--- config.mk ---
export PLATFORM = sky130hd
export DESIGN_NAME = gate_unit_arbiter
export DESIGN_NICKNAME = d
export VERILOG_FILES = /design/src/rtl/gate_unit_arbiter.sv
export SDC_FILE = /design/constraint.sdc
export NUM_CORES = 1
export LEC_CHECK = 0
export ABC_CLOCK_PERIOD_IN_PS = 2050
export CORE_MARGIN = 3
export CORE_UTILIZATION = 48
export DETAILED_ROUTE_END_ITERATION = 12
export PLACE_DENSITY = 0.92
export SLEW_MARGIN = 20
export SYNTH_ARGS = -nofsm -noshare
export SYNTH_HDL_FRONTEND = slang
export SYNTH_SLANG_ARGS = --single-unit
--- constraint.sdc ---
create_clock -name clk -period 2.05 [get_ports clk]
set_input_delay 0.41 -clock clk [delete_from_list [all_inputs] [get_ports clk]]
set_output_delay 0.41 -clock clk [all_outputs]
set_load 0.1 [all_outputs]
--- src/rtl/gate_unit_arbiter.sv ---
// gate_unit_arbiter: round-robin access to one registered bitwise gate unit; define GATE_ARB_FIXED_PRIO_EN for fixed lowest-index priority
module gate_unit_arbiter #(
  parameter int NUM_REQ = 4,
  parameter int WIDTH   = 8,
  parameter int IDW     = $clog2(NUM_REQ)
) (
  input  logic                     clk,
  input  logic                     rst_n,
  input  logic [NUM_REQ-1:0]       req_valid,
  output logic [NUM_REQ-1:0]       req_ready,
  input  logic [NUM_REQ*WIDTH-1:0] req_a,
  input  logic [NUM_REQ*WIDTH-1:0] req_b,
  input  logic [NUM_REQ*3-1:0]     req_op,
  output logic                     rsp_valid,
  input  logic                     rsp_ready,
  output logic [IDW-1:0]           rsp_id,
  output logic [WIDTH-1:0]         rsp_out,
  output logic                     busy
);
  localparam logic [1:0] IDLE = 2'd0, EXEC = 2'd1, RESP = 2'd2;
  logic [1:0]       state;
  logic [WIDTH-1:0] a_q, b_q, res;
  logic [2:0]       op_q;
  logic [IDW-1:0]   id_q, winner;
  logic             found;
`ifdef GATE_ARB_FIXED_PRIO_EN
  always_comb begin
    winner = '0;
    found  = 1'b0;
    for (int k = NUM_REQ - 1; k >= 0; k--) begin
      if (req_valid[k]) begin
        winner = IDW'(k);
        found  = 1'b1;
      end
    end
  end
`else
  logic [IDW-1:0] last_grant;
  always_comb begin
    winner = '0;
    found  = 1'b0;
    for (int k = 1; k <= NUM_REQ; k++) begin
      if (!found && req_valid[(int'(last_grant) + k) % NUM_REQ]) begin
        winner = IDW'((int'(last_grant) + k) % NUM_REQ);
        found  = 1'b1;
      end
    end
  end
  always_ff @(posedge clk or negedge rst_n)
    if (!rst_n) last_grant <= IDW'(NUM_REQ - 1);
    else if (state == IDLE && found) last_grant <= winner;
`endif
  // Grant is suppressed while reset is asserted so req_ready reads 0 during reset.
  assign req_ready = (rst_n && state == IDLE && found) ? NUM_REQ'(1) << winner : '0;
  assign busy = state != IDLE;
  assign res = op_q == 3'd0 ? a_q & b_q :
               op_q == 3'd1 ? a_q | b_q :
               op_q == 3'd2 ? ~a_q :
               op_q == 3'd3 ? ~(a_q & b_q) :
               op_q == 3'd4 ? ~(a_q | b_q) :
               op_q == 3'd5 ? a_q ^ b_q :
               op_q == 3'd6 ? ~(a_q ^ b_q) : a_q;
  always_ff @(posedge clk or negedge rst_n)
    if (!rst_n) begin
      state     <= IDLE;
      a_q       <= '0;
      b_q       <= '0;
      op_q      <= '0;
      id_q      <= '0;
      rsp_valid <= 1'b0;
      rsp_id    <= '0;
      rsp_out   <= '0;
    end else if (state == IDLE) begin
      if (found) begin
        a_q   <= req_a[winner*WIDTH +: WIDTH];
        b_q   <= req_b[winner*WIDTH +: WIDTH];
        op_q  <= req_op[winner*3 +: 3];
        id_q  <= winner;
        state <= EXEC;
      end
    end else if (state == EXEC) begin
      rsp_out   <= res;
      rsp_id    <= id_q;
      rsp_valid <= 1'b1;
      state     <= RESP;
    end else if (rsp_ready) begin
      rsp_valid <= 1'b0;
      state     <= IDLE;
    end
endmodule
==> results of run 1 <==
-- power by group through the flow --
stage / logic (uW) / clock network [uW] / registers (uW)
2_1_floorplan: 3200 / 0 / 2030
3_3_place_gp: 4660 / 0 / 1510
3_5_place_dp: 4860 / 0 / 1540
4_1_cts: 5010 / 498 / 1520
5_1_grt: 5530 / 535 / 1600
6_report: 5180 / 496 / 1540
-- layout make-up --
cell class / count / area (sq um)
Fill cell: 413 / 1690
Timing Repair Buffer: 128 / 1250
Sequential cell: 36 / 903
Inverter: 26 / 103
Clock inverter: 1 / 5.00
Tap cell: 75 / 93.8
Clock buffer: 6 / 72.6
Multi-Input combinational cell: 228 / 2010
-- logic make-up (layout without fill, tap and decap cells) --
family | after synthesis | in the layout | synth area share, %
flops | 36 | 36 | 28.7
simple gates | 61 | 61 | 9.39
fa+ha+maj | 16 | 16 | 6.36
compound gates | 135 | 135 | 40.7
buf+inv | 55 | 161 | 9.23
mux | 16 | 16 | 5.65
-- placed cells by master, fill, tap and decap left out, types with 13 or more instances in the layout --
| cell type | n |
|---|---|
| nor2_1 | 13 |
| a22oi_2 | 36 |
| a221oi_2 | 19 |
| ha_1 | 16 |
| nand2_1 | 25 |
| inv_1 | 22 |
| clkdlybuf4s50_1 | 77 |
| buf_4 | 38 |
| a21oi_1 | 13 |
| dfrtp_1 | 34 |
-- metrics by stage --
step / util [%] / cells / hold WS [ns] / setup WS (ns)
6_report: 72.4 / 500 / 0.235 / -0.127
5_1_grt: 72.4 / 500 / 0.274 / -0.174
4_1_cts: 71.7 / 497 / 0.246 / -0.114
3_5_place_dp: 69.4 / 484 / 0.474 / -0.259
3_3_place_gp: 69.4 / 484 / 0.465 / -0.214
2_1_floorplan: - / 319 / 0.114 / -0.0528
-- critical path, cell delays in order, from the launching register on --
cell and delay [ns]:
dfstp_2 0.67, a211oi_2 0.11, o31a_2 0.34, and3_4 0.18
buf_12 0.16
-- layer usage --
metal / vias up / share of wire [%] / track usage [%]
met3: 34 / 7.9 / 6.24
li1: 1421 / - / -
met5: - / 0 / 0
met1: 1504 / 38 / 29.5
met4: 0 / 3.9 / 11.3
met2: 169 / 50 / 42.2
-- what timing repair did --
action / in CTS / in global routing
pin swaps: 3 / 1
setup endpoints to repair: 4 / 4
gates resized for setup: 10 / 5
setup buffers: 6 / 3
-- worst paths after layout --
check / from / to / slack (ns) / cells past startpoint
min: rst_n / op_q[2] / 0.23 / 2
min reg2reg: rsp_id[1] / rsp_id[1] / 0.48 / 2
max in group asynchronous: rst_n / last_grant[0] / 1.46 / 2
max reg2reg: last_grant[1] / b_q[0] / 0.05 / 8
min in group clk: rsp_id[1] / rsp_id[1] / 0.48 / 2
max: last_grant[0] / req_ready[3] / -0.13 / 4
-- state kept, by name, summed over array words and instances (netlist names) --
signal	flops
a_q	8
b_q	8
id_q	2
last_grant	2
op_q	3
rsp_id	2
rsp_out	8
rsp_valid	1
state	2
-- synthesized netlist by cell type (all sizes together) (5+ instances only) --
| cell | instances |
|---|---|
| a211oi | 5 |
| a21oi | 15 |
| a221oi | 20 |
| a22oi | 41 |
| and3 | 5 |
| buf | 21 |
| clkbuf | 8 |
| dfrtp | 34 |
| ha | 16 |
| inv | 26 |
| mux2i | 11 |
| nand2 | 25 |
| nor2 | 14 |
| nor2b | 6 |
| o211ai | 5 |
| o21ai | 24 |
| o22ai | 5 |
==> results.toml, run 1 <==
[outcome]
status = "finished, violations left"
failed_checks = "negative setup slack"

[logic_synthesis]
synth.distinct_cells = 47
synth_edf_count = 0
synth_flop_cell = "dfrtp_1"
synth.net_count = 418
yosysWarnings = 0
syn_inst = 319
ys_seq_area_share_pct = 28.7
synth_area_leader_cell = "dfrtp_1"
synth_area_leaders = "dfrtp_1 27%, a22oi_2 14%, a221oi_2 9.1%"
avgSynthCellArea_sq_um = 9.86
synth_seq_cells = 36
syn_area_sq_um = 3150
synthArstFlopShare_pct = 100
synth_top_area_share_pct = 27.0

[place]
place_congestion = 0.862
numPortBuffers = 98
dpl_cell_area_sq_um = 4250
hpwl_um = 6870

[drt]
drtPass1Iterations = 5
drc = 0
vias = 3128
drt_iter0_markers = 196
wl_per_cell_um = 19.3
via_per_inst = 6.26
drt-total-wl_um = 9670
postRouteAntennaNets = 0

[timing]
fin_skew_ns = 0.00795
clock.fmax_ghz = 0.459
setup_violations = 4
rsz0062_at_grt = "true"
hold_violations = 0
slew_headroom_pct = 51.2
layout_setup_ws_ns = -0.127
fin_crit_ns = 2.18
tns_ns = -0.452
worst_pin_slew_ns = 0.732
slew_viol_final = 0
fin_crit_sh_pct = 106

[cells_and_area]
num_antenna_cells = 0
final_area_sq_um = 4440
nets = 524
drive_above_1_share_pct = 31.8
area_growth_pct = 41.1

[run]
maxCapViolCount = 0

[pwr]
peakVddDrop_mv = 1.31
clockPowerShare_pct = 6.9
switching_share_pct = 52.7
p_seq_share_pct = 21.4
p_switching_uw = 3810
p_leak_uw = 0.00187
internal_power_uw = 3410
total_power_uw = 7220
combPwrFrac_pct = 71.8
cellPowerDensity_nw_per_um2 = 1630

[clock_network]
clkTransAtPathRegs_ns = 0.08
cts_hold_buf = 0
cts_max_level = 2
clk_path_buf_depth = 2
cts-root-buf = "clkbuf_8"
cts_inserted_buffers = 5
cts.sinks = 36
cts_tree = "yes"
clk_latency_ns = 0.30

[grt]
grt_max_degree = 37
grt_first_pass_wirelength_um = 14800
grt_overflow = 0
grt.total_usage_pct = 24.9
antenna_found_initial = 0
grt_pass1_vias = 3035

[setup_path]
cp-end-kind = "output port"
worstPathMaxFanout = 8
required_ns = 1.64
crit_type = "register to output port"
startpoint_type = "register"
worst_ep_arrival_time_ns = 1.77

[floorplanning]
start_util_pct = 51.3
die_x_um = 87.0
io_pins = 99
core_area_sq_um = 6130
die-area_sq_um = 7560
rows = 28
dieHeight_um = 87.0

[hold_path]
hold_class = "input port to async pin"
Power figures use the tool's default switching activity.
==> inputs of run 2 (changes only) <==
--- a/config.mk
+++ b/config.mk
@@ -9,7 +9,9 @@
 export CORE_MARGIN = 3
 export CORE_UTILIZATION = 48
 export DETAILED_ROUTE_END_ITERATION = 12
+export GPL_ROUTABILITY_DRIVEN = 1
 export PLACE_DENSITY = 0.92
+export RECOVER_POWER = 25
 export SLEW_MARGIN = 20
 export SYNTH_ARGS = -nofsm -noshare
 export SYNTH_HDL_FRONTEND = slang
==> results.toml, run 2 (synthesis results as in run 1) <==
[outcome]
status = "finished, violations left"
failed_checks = "negative setup slack"

[floorplanning]
io_pins = 99
core_area_sq_um = 6130
dieHeight_um = 87.0
rows = 28
die-area_sq_um = 7560
start_util_pct = 51.3
die_x_um = 87.0

[clock_network]
cts_max_level = 2
cts_inserted_buffers = 5
clk_latency_ns = 0.30
cts.sinks = 36
clk_path_buf_depth = 2
cts_hold_buf = 0
cts-root-buf = "clkbuf_8"
clkTransAtPathRegs_ns = 0.07
cts_tree = "yes"

[drt]
drtPass1Iterations = 5
via_per_inst = 6.22
drt-total-wl_um = 9640
drc = 0
vias = 3110
wl_per_cell_um = 19.3
postRouteAntennaNets = 0
drt_iter0_markers = 192

[grt]
grt_pass1_vias = 3035
grt_max_degree = 37
grt_overflow = 0
grt_first_pass_wirelength_um = 14800
antenna_found_initial = 0
grt.total_usage_pct = 24.9

[timing]
fin_crit_ns = 2.18
fin_crit_sh_pct = 106
layout_setup_ws_ns = -0.130
slew_viol_final = 0
hold_violations = 0
clock.fmax_ghz = 0.459
worst_pin_slew_ns = 0.933
fin_skew_ns = 0.00871
setup_violations = 4
rsz0062_at_grt = "true"
slew_headroom_pct = 37.8

[cells_and_area]
multiInputGateArea_sq_um = 2010
ff_latch_area_sq_um = 903
layout_common_cells = "77 x clkdlybuf4s50_1, 37 x buf_4, 36 x a22oi_2, 34 x dfrtp_1, 25 x nand2_1"
fill_cells = 415
post-route-util_pct = 72.3
drive_above_1_share_pct = 31.5
num_antenna_cells = 0
largestRegisters = "a_q: 8 flops, b_q: 8 flops, rsp_out: 8 flops"
area_growth_pct = 41.0
nets = 524
layout.cells.most_common = "clkdlybuf4s50_1"

[setup_path]
required_ns = 1.64
worstPathMaxFanout = 8
path_buf_inv = 1
critPathSlowestCell = "dfstp_2"
cp-end-kind = "output port"
startpoint_type = "register"
worst_ep_arrival_time_ns = 1.77
path_cells = "nor2_2 > o311a_4 > and3_4 > buf_12"
slowest_delay_ns = 0.68
path_delay_family = "flip-flops"
crit_type = "register to output port"

[pwr]
p_leak_uw = 0.00187
cellPowerDensity_nw_per_um2 = 1620
peakVddDrop_mv = 1.31
total_power_uw = 7210

[place]
place_congestion = 0.862
numPortBuffers = 98
hpwl_um = 6870

[run]
maxCapViolCount = 0

[hold_path]
hold_class = "register to register"
[run 2: cell count changes in the layout (fill, tap and decap cells not counted)]
cell / previous run / this run
buf_2: 1 / 0
buf_4: 38 / 37
clkbuf_1: 1 / 2
clkbuf_2: 0 / 1
[run 2: metal layers]
| layer | vias to the layer above | track usage, % | wire, um | part of all wire, % |
|---|---|---|---|---|
| li1 | 1422 | - | - | - |
| met1 | 1501 | 29.5 | 3700 | 38 |
| met2 | 155 | 42.2 | 4830 | 50 |
| met3 | 32 | 6.24 | 741 | 7.7 |
| met4 | 0 | 11.3 | 368 | 3.8 |
| met5 | - | 0 | 0 | 0 |
[run 2: area by class of cell]
| cell class | count | area share, % |
|---|---|---|
| clock buffers | 6 | 1.64 |
| inverters | 26 | 2.31 |
| multi-input cells | 228 | 45.4 |
| clock inverters | 1 | 0.113 |
| repair buffers | 128 | 28.0 |
| well taps | 75 | 2.12 |
| flip-flops and latches | 36 | 20.4 |
[run 2: stage by stage]
step | std cells | area [sq um] | TNS (ns) | hold WS [ns] | setup WS (ns)
6_report | 500 | 4430 | -0.465 | 0.481 | -0.130
5_1_grt | 500 | 4430 | -0.644 | 0.529 | -0.174
4_1_cts | 497 | 4390 | -0.356 | 0.246 | -0.114
3_5_place_dp | 484 | 4250 | -4.45 | 0.474 | -0.259
3_3_place_gp | 484 | 4250 | -3.00 | 0.465 | -0.214
2_1_floorplan | 319 | 3170 | -0.0528 | 0.114 | -0.0528
[run 2: tightest hold or removal path: cells and delay by family (launching register included)]
kind,cells,cell delay [ns]
and+or+nand+nor,2,0.10
DFF,1,0.35
[run 2: final timing paths]
check                                    from            to  slack (ns)  cells past startpoint
worst max-delay path            last_grant[0]  req_ready[1]       -0.13                      4
worst min register to register      rsp_id[1]     rsp_id[1]        0.48                      2
worst min-delay path                rsp_id[1]     rsp_id[1]        0.48                      2
min in group asynchronous               rst_n       op_q[2]        0.51                      2
max in group asynchronous               rst_n    rsp_out[4]        0.97                      2
worst max register to register  last_grant[1]        b_q[5]        0.05                      8
[run 2: timing repair]
action	CTS	global route
pin swaps	3	1
setup buffers	6	3
resized for setup	10	5
endpoints found under the setup margin	4	4
[run 2: report_power, final]
group	switching [uW]	leakage, uW	internal (uW)
sequential	448	0.000415	1090
combinational	3080	0.00141	2090
clock	265	0.0000410	231
